[src/rtl/conv2_rd_pkg.sv]
// Shared constants, FSM encoding and a byte-pick helper for the conv2 OMEM reader.
package conv2_rd_pkg;

  localparam int N_GROUPS       = 4;
  localparam int N_PE           = 4;
  localparam int WORDS_PER_CH   = 16;
  localparam int BYTES_PER_WORD = 9;
  localparam int PIX_PER_CH     = 144;
  localparam int TOTAL_BYTES    = 2304;

  typedef enum logic [1:0] {
    IDLE = 2'd0,
    RUN  = 2'd1,
    DONE = 2'd2
  } rd_state_e;

  // Byte idx of a 72-bit lane; idx outside 0..8 yields zero.
  function automatic logic [7:0] pick_byte(input logic [71:0] word, input logic [3:0] idx);
    logic [7:0] b;
    b = 8'd0;
    for (int k = 0; k < BYTES_PER_WORD; k++) begin
      if (idx == 4'(k)) b = word[8*k +: 8];
    end
    return b;
  endfunction

endpackage

[src/rtl/conv2_rd_word_fifo.sv]
// Two-entry 72-bit word FIFO between the OMEM read return and the byte emitter.
// A push while full is accepted only when the head is popped in the same cycle.
module conv2_rd_word_fifo (
  input  logic        clk,
  input  logic        resetn,
  input  logic        push,
  input  logic [71:0] push_data,
  input  logic        pop,
  output logic        full,
  output logic        empty,
  output logic [1:0]  count,
  output logic [71:0] head
);

  logic [1:0][71:0] mem_q, mem_d;
  logic             wr_ptr_q, wr_ptr_d;
  logic             rd_ptr_q, rd_ptr_d;
  logic [1:0]       count_q, count_d;
  logic             push_ok, pop_ok;

  assign full  = (count_q == 2'd2);
  assign empty = (count_q == 2'd0);
  assign count = count_q;
  assign head  = mem_q[rd_ptr_q];

  // Pointer, storage and occupancy update.
  always_comb begin
    pop_ok   = pop && !empty;
    push_ok  = push && (!full || pop_ok);
    mem_d    = mem_q;
    wr_ptr_d = wr_ptr_q;
    rd_ptr_d = rd_ptr_q;
    count_d  = count_q;
    if (push_ok) begin
      mem_d[wr_ptr_q] = push_data;
      wr_ptr_d        = ~wr_ptr_q;
    end
    if (pop_ok) rd_ptr_d = ~rd_ptr_q;
    if (push_ok && !pop_ok)      count_d = count_q + 2'd1;
    else if (!push_ok && pop_ok) count_d = count_q - 2'd1;
  end

  // FIFO state registers.
  always_ff @(posedge clk or negedge resetn) begin
    if (!resetn) begin
      mem_q    <= '0;
      wr_ptr_q <= 1'b0;
      rd_ptr_q <= 1'b0;
      count_q  <= 2'd0;
    end else begin
      mem_q    <= mem_d;
      wr_ptr_q <= wr_ptr_d;
      rd_ptr_q <= rd_ptr_d;
      count_q  <= count_d;
    end
  end

endmodule

[src/rtl/conv2_omem_reader.sv]
// Drains conv2 OMEM (64 words x 4 lanes x 9 bytes) into a channel-major byte stream.
// Optional macro CONV2_RD_CHAN_TAG_EN adds m_chan / m_pix side-band ports.
// Handshake: a byte transfers on a rising clk edge where m_valid && m_ready; while
// m_valid is high and m_ready low, m_data/m_last (and tags) hold steady.
module conv2_omem_reader
  import conv2_rd_pkg::*;
#(
  parameter int RD_LAT = 2
) (
  input  logic        clk,
  input  logic        resetn,
  input  logic        start,
  output logic        busy,
  output logic        done,
  output logic        omem_en,
  output logic [5:0]  omem_addr,
  input  logic [71:0] omem_dout1,
  input  logic [71:0] omem_dout2,
  input  logic [71:0] omem_dout3,
  input  logic [71:0] omem_dout4,
  output logic        m_valid,
  input  logic        m_ready,
  output logic [7:0]  m_data,
  output logic        m_last
`ifdef CONV2_RD_CHAN_TAG_EN
  ,
  output logic [3:0]  m_chan,
  output logic [7:0]  m_pix
`endif
);

  rd_state_e              state_q, state_d;
  logic [8:0]             rd_cnt_q, rd_cnt_d;      // bit 8 set once all 256 reads issued
  logic [RD_LAT-1:0]      tag_v_q, tag_v_d;
  logic [RD_LAT-1:0][1:0] tag_p_q, tag_p_d;
  logic [3:0]             byte_idx_q, byte_idx_d;
  logic [11:0]            out_cnt_q, out_cnt_d;

  logic        start_acc, issue, hs, word_end;
  logic        fifo_push, fifo_pop, fifo_full, fifo_empty;
  logic [1:0]  fifo_count;
  logic [71:0] fifo_head, lane_data;

  assign start_acc = (state_q == IDLE) && start;
  assign issue     = (state_q == RUN) && !rd_cnt_q[8] && !fifo_full &&
                     ((int'(fifo_count) + $countones(tag_v_q)) < 2);
  assign omem_en   = issue;
  assign omem_addr = {rd_cnt_q[7:6], rd_cnt_q[3:0]};

  assign m_valid   = !fifo_empty;
  assign m_data    = pick_byte(fifo_head, byte_idx_q);
  assign m_last    = m_valid && (out_cnt_q == 12'(TOTAL_BYTES - 1));
  assign hs        = m_valid && m_ready;
  assign word_end  = (byte_idx_q == 4'(BYTES_PER_WORD - 1));
  assign fifo_push = tag_v_q[RD_LAT-1];
  assign fifo_pop  = hs && word_end;

  // FSM state register.
  always_ff @(posedge clk or negedge resetn) begin
    if (!resetn) state_q <= IDLE;
    else         state_q <= state_d;
  end

  // FSM next state.
  always_comb begin
    state_d = state_q;
    case (state_q)
      IDLE:    if (start) state_d = RUN;
      RUN:     if (hs && m_last) state_d = DONE;
      DONE:    state_d = IDLE;
      default: state_d = IDLE;
    endcase
  end

  // FSM outputs.
  always_comb begin
    busy = (state_q == RUN);
    done = (state_q == DONE);
  end

  // Read counter and lane-tag pipeline matching the OMEM read latency.
  always_comb begin
    rd_cnt_d = rd_cnt_q;
    if (start_acc)  rd_cnt_d = 9'd0;
    else if (issue) rd_cnt_d = rd_cnt_q + 9'd1;
    tag_v_d    = tag_v_q;
    tag_p_d    = tag_p_q;
    tag_v_d[0] = issue;
    tag_p_d[0] = rd_cnt_q[5:4];
    for (int i = 1; i < RD_LAT; i++) begin
      tag_v_d[i] = tag_v_q[i-1];
      tag_p_d[i] = tag_p_q[i-1];
    end
  end

  // Lane select for the returning read.
  always_comb begin
    case (tag_p_q[RD_LAT-1])
      2'd0:    lane_data = omem_dout1;
      2'd1:    lane_data = omem_dout2;
      2'd2:    lane_data = omem_dout3;
      default: lane_data = omem_dout4;
    endcase
  end

  // Emitter byte position and stream position.
  always_comb begin
    byte_idx_d = byte_idx_q;
    out_cnt_d  = out_cnt_q;
    if (start_acc) begin
      byte_idx_d = 4'd0;
      out_cnt_d  = 12'd0;
    end else if (hs) begin
      byte_idx_d = word_end ? 4'd0 : byte_idx_q + 4'd1;
      out_cnt_d  = out_cnt_q + 12'd1;
    end
  end

  // Datapath registers.
  always_ff @(posedge clk or negedge resetn) begin
    if (!resetn) begin
      rd_cnt_q   <= 9'd0;
      tag_v_q    <= '0;
      tag_p_q    <= '0;
      byte_idx_q <= 4'd0;
      out_cnt_q  <= 12'd0;
    end else begin
      rd_cnt_q   <= rd_cnt_d;
      tag_v_q    <= tag_v_d;
      tag_p_q    <= tag_p_d;
      byte_idx_q <= byte_idx_d;
      out_cnt_q  <= out_cnt_d;
    end
  end

  conv2_rd_word_fifo u_fifo (
    .clk       (clk),
    .resetn    (resetn),
    .push      (fifo_push),
    .push_data (lane_data),
    .pop       (fifo_pop),
    .full      (fifo_full),
    .empty     (fifo_empty),
    .count     (fifo_count),
    .head      (fifo_head)
  );

`ifdef CONV2_RD_CHAN_TAG_EN
  logic [3:0] chan_q, chan_d;
  logic [7:0] pix_q, pix_d;

  assign m_chan = chan_q;
  assign m_pix  = pix_q;

  // Channel / pixel tag counters, advanced on each accepted byte.
  always_comb begin
    chan_d = chan_q;
    pix_d  = pix_q;
    if (start_acc) begin
      chan_d = 4'd0;
      pix_d  = 8'd0;
    end else if (hs) begin
      if (pix_q == 8'(PIX_PER_CH - 1)) begin
        pix_d  = 8'd0;
        chan_d = chan_q + 4'd1;
      end else begin
        pix_d  = pix_q + 8'd1;
      end
    end
  end

  // Tag registers.
  always_ff @(posedge clk or negedge resetn) begin
    if (!resetn) begin
      chan_q <= 4'd0;
      pix_q  <= 8'd0;
    end else begin
      chan_q <= chan_d;
      pix_q  <= pix_d;
    end
  end
`endif

endmodule

[config.mk]
export PLATFORM = sky130hd
export DESIGN_NAME = conv2_omem_reader
export DESIGN_NICKNAME = d
export VERILOG_FILES = /design/src/rtl/conv2_rd_pkg.sv /design/src/rtl/conv2_rd_word_fifo.sv /design/src/rtl/conv2_omem_reader.sv
export SDC_FILE = /design/constraint.sdc
export NUM_CORES = 1
export LEC_CHECK = 0
export CORE_ASPECT_RATIO = 0.8
export CORE_UTILIZATION = 40
export CTS_CLUSTER_SIZE = 14
export DETAILED_ROUTE_END_ITERATION = 10
export PLACE_DENSITY = 0.78
export REMOVE_ABC_BUFFERS = 1
export SYNTH_ARGS = -nofsm -noshare
export SYNTH_HDL_FRONTEND = slang
export SYNTH_SLANG_ARGS = --single-unit
[constraint.sdc]
create_clock -name clk -period 5.06 [get_ports clk]
set_input_delay 1.012 -clock clk [delete_from_list [all_inputs] [get_ports clk]]
set_output_delay 1.012 -clock clk [all_outputs]
set_load 0.03 [all_outputs]
==> flow_metrics.py <==
metrics = {
    "outcome": {
        "outcome": "finished clean",
    },
    "cts": {
        "numCtsBuffers": 17,
        "ctsRootBufferMaster": "clkbuf_16",
        "holdBufCountCts": 0,
        "cts_resized": 0,
        "cts_tree": "done",
        "clk_pin_slew_ps": 70,
        "postCtsSetupBuffers": 0,
        "numClockSinks": 181,
        "htreeDepth": 4,
        "cts_buffer_depth": 2,
        "clkLatencyLatePin_ps": 440,
    },
    "timing": {
        "hold_viol_final": 0,
        "setup_tns_ps": 0,
        "holdWs_ps": 347.5,
        "relSlewSlack_pct": 29.51,
        "drv_slew": 0,
        "rsz0062_at_grt": "false",
        "worstMarginPinSlew_ps": 1057,
        "period_share_pct": 90.63,
        "fin_crit_ps": 4586,
        "final.setup_skew_ps": 14.85,
        "fmax_ghz": 0.2181,
        "setup_slack_ps": 474.3,
        "setup_viol": 0,
    },
    "detailed_routing": {
        "drt_iter0_drc": 429,
        "ant_nets": 0,
        "wl_met3_um": 1509,
        "routed_wl_um": 26830,
        "via_count": 7457,
        "wl_met1_um": 11790,
        "vias_per_cell": 5.507,
        "drt_first_pass_iters": 4,
        "wl_met2_um": 13150,
        "wl_per_cell_um": 19.82,
        "highest_layer": "met4",
        "drcViolationCount": 0,
    },
    "power_and_ir_drop": {
        "p_switching_mw": 2.687,
        "seqPwrFrac_pct": 36.1,
        "combPwrFrac_pct": 46.1,
        "irDropWorstVdd_mv": 0.2994,
        "p_int_mw": 4.715,
        "power-per-cell-area_nw_per_um2": 525.4,
        "switching_share_pct": 36.31,
        "p_leak_nw": 5.426,
        "clkPwrFrac_pct": 17.8,
    },
    "grt": {
        "grt_usage_pct": 21.30,
        "first_global_vias": 8016,
        "grt_pass1_wl_um": 43520,
        "grt.overflow.total": 0,
        "grt_start_max_net_pins": 90,
        "grt_antenna_before_repair": 1,
    },
    "setup_path": {
        "path_max_fanout": 12,
        "cp-end-kind": "primary output",
        "path_cells": "inv_1, ha_1, or4b_1, o22ai_1, a2111oi_0, o22ai_1, clkdlybuf4s50_1",
        "max_stage_delay_ps": 770,
        "cp_num_buf_inv": 2,
        "cp.arrival_ps": 3570,
        "r2r_slack_ps": 2360,
        "path_class": "register to primary output",
        "required_ps": 4050,
        "crit_slowest_cell": "clkdlybuf4s50_1",
        "cpLargestDelayFamily": "buffers and inverters",
        "setup.worst_path.start_class": "register",
        "cp_common_cell": "o22ai_1",
    },
    "final_layout": {
        "final_common_cell": "clkdlybuf4s50_1",
        "nNetsFinal": 1322,
        "layout_common_cells": "309 x clkdlybuf4s50_1, 178 x dfrtp_1, 131 x mux2_2, 73 x mux2i_1, 72 x mux4_2",
        "fillers": 2004,
        "drive_above_1_share_pct": 24.93,
        "area_delta_synth_final_pct": 37.89,
    },
    "floorplan": {
        "initial_core_util_pct": 41.37,
        "die_w_um": 180.7,
        "rows": 51,
        "die_y_um": 145.0,
        "core_sq_um": 24690,
        "die-area_sq_um": 26190,
        "io_pins": 311,
    },
    "synth": {
        "synth_seq_area_share_pct": 44.33,
        "yosys.area.top_type_share_pct": 44.33,
        "netlist_area_sq_um": 10220,
        "yosys-top-cells-area": "dfrtp_1 44%, mux4_2 16%, mux2_2 14%, mux2i_1 7.2%, o22ai_1 1.5%",
        "async_reset_ff_share_pct": 100.0,
        "ys.flop_type": "dfrtp_1",
        "netlist_instances": 748,
        "ys_warn_count": 0,
        "synth_top_cell_by_area": "dfrtp_1",
        "ys_seq_elements": 181,
        "synth_edf_count": 0,
        "yosysUniqueCellTypes": 53,
        "avgSynthCellArea_sq_um": 13.66,
    },
    "flow_run": {
        "maxCapViolations": 0,
    },
    "hold_path": {
        "holdCritPathClass": "register to register",
    },
    "placement": {
        "portBuffers": 310,
        "post-place-ws_ps": 958.7,
        "dp_hpwl_um": 20050,
        "gp_congestion": 0.7990,
    },
}
## power groups by stage
stage	Combinational, mW	Clock (mW)	Sequential, mW
3_5_place_dp	3.41	0	2.69
6_report	3.41	1.32	2.67
2_1_floorplan	2.33	0	2.63
4_1_cts	3.43	1.35	2.67
5_1_grt	3.68	1.41	2.77
3_3_place_gp	3.32	0	2.69
## worst reg2reg max path, delay by kind of cell, from the launching register on
kind,cells,cell delay [ps]
fa+ha+maj,1,260
buf+inv,2,200
flops,1,410
mux,1,460
compound gates,1,240
simple gates,2,1010
## registers in the layout, summed over array words and instances, names as in the netlist
| register | count |
|---|---|
| out_cnt_q | 12 |
| state_q | 2 |
| u_fifo.rd_ptr_q | 1 |
| tag_p_q | 2 |
| tag_p_d | 2 |
| u_fifo.count | 2 |
| u_fifo.wr_ptr_q | 1 |
| tag_v_q | 2 |
| byte_idx_q | 4 |
| rd_cnt_q | 9 |
| u_fifo.mem_q | 144 |
## per-layer routing
layer | GRT usage, % | up-vias
li1 | - | 3436
met1 | 28.43 | 3758
met2 | 34.65 | 239
met3 | 5.422 | 24
met4 | 5.085 | 0
met5 | 0 | -
## stage by stage
step | power [mW] | cell area (sq um) | std cells | utilization [%]
4_1_cts | 7.445 | 14090 | 1353 | 57.04
2_1_floorplan | 4.959 | 9893 | 685 | -
6_report | 7.402 | 14090 | 1354 | 57.05
3_3_place_gp | 6.005 | 13500 | 1321 | 54.65
3_5_place_dp | 6.096 | 13500 | 1321 | 54.65
5_1_grt | 7.858 | 14090 | 1353 | 57.04
## final timing paths
kind,from,endpoint,depth (start not counted)
min reg2reg,tag_p_d[2],tag_p_q[2],0
max in group asynchronous,resetn,u_fifo.mem_q[105],2
max,byte_idx_q[1],m_data[2],7
max reg2reg,byte_idx_q[0],u_fifo.mem_q[72],7
min,tag_p_d[2],tag_p_q[2],0
min in group asynchronous,resetn,tag_p_q[2],1
## cell families after synthesis
kind of cell	Yosys count	synth area share (%)
AO/OA/AOI/OAI	86	5.670
XOR/XNOR	16	1.371
adder cells (fa/ha/maj)	8	0.9797
buffers and inverters	70	3.429
flip-flops	181	44.33
multiplexers	289	38.89
AND/OR/NAND/NOR	98	5.327
## cell usage after synthesis, types with 2 or more instances
cell       instances
and3_1             4
mux2_1            13
or3b_2             2
a2111oi_0          8
mux2i_1           73
o22ai_1           24
xor2_1             6
nor2_1            23
nand4_1            4
o21ai_0            8
or3_1              6
mux2_2           131
buf_2             25
o21a_1             2
xnor2_1           10
a21oi_1           12
dfrtp_1          181
nor2b_1            4
nand3_1            8
a21o_1             2
clkbuf_1          19
nand2_1           17
or2_2              2
nor3_1             5
o211ai_1           8
nor4_1             4
or4b_1             2
mux4_2            72
buf_4             15
inv_1              6
ha_1               8
a22oi_1           16
nand2b_1           2
and2_1             3
nand3b_1           2
buf_1              4
## layout make-up
type                       instances  area [sq um]  area share (%)
timing repair buffer             318          3177           22.55
tap                              318         397.9           2.824
clock buffer                      18         439.2           3.117
sequential                       181          4541           32.23
inverter                           7         26.28          0.1865
multi-input combinational        497          5354           38.00
antenna                            1         2.502         0.01776
clock inverter                    14         151.4           1.075
Power figures use the tool's default switching activity.
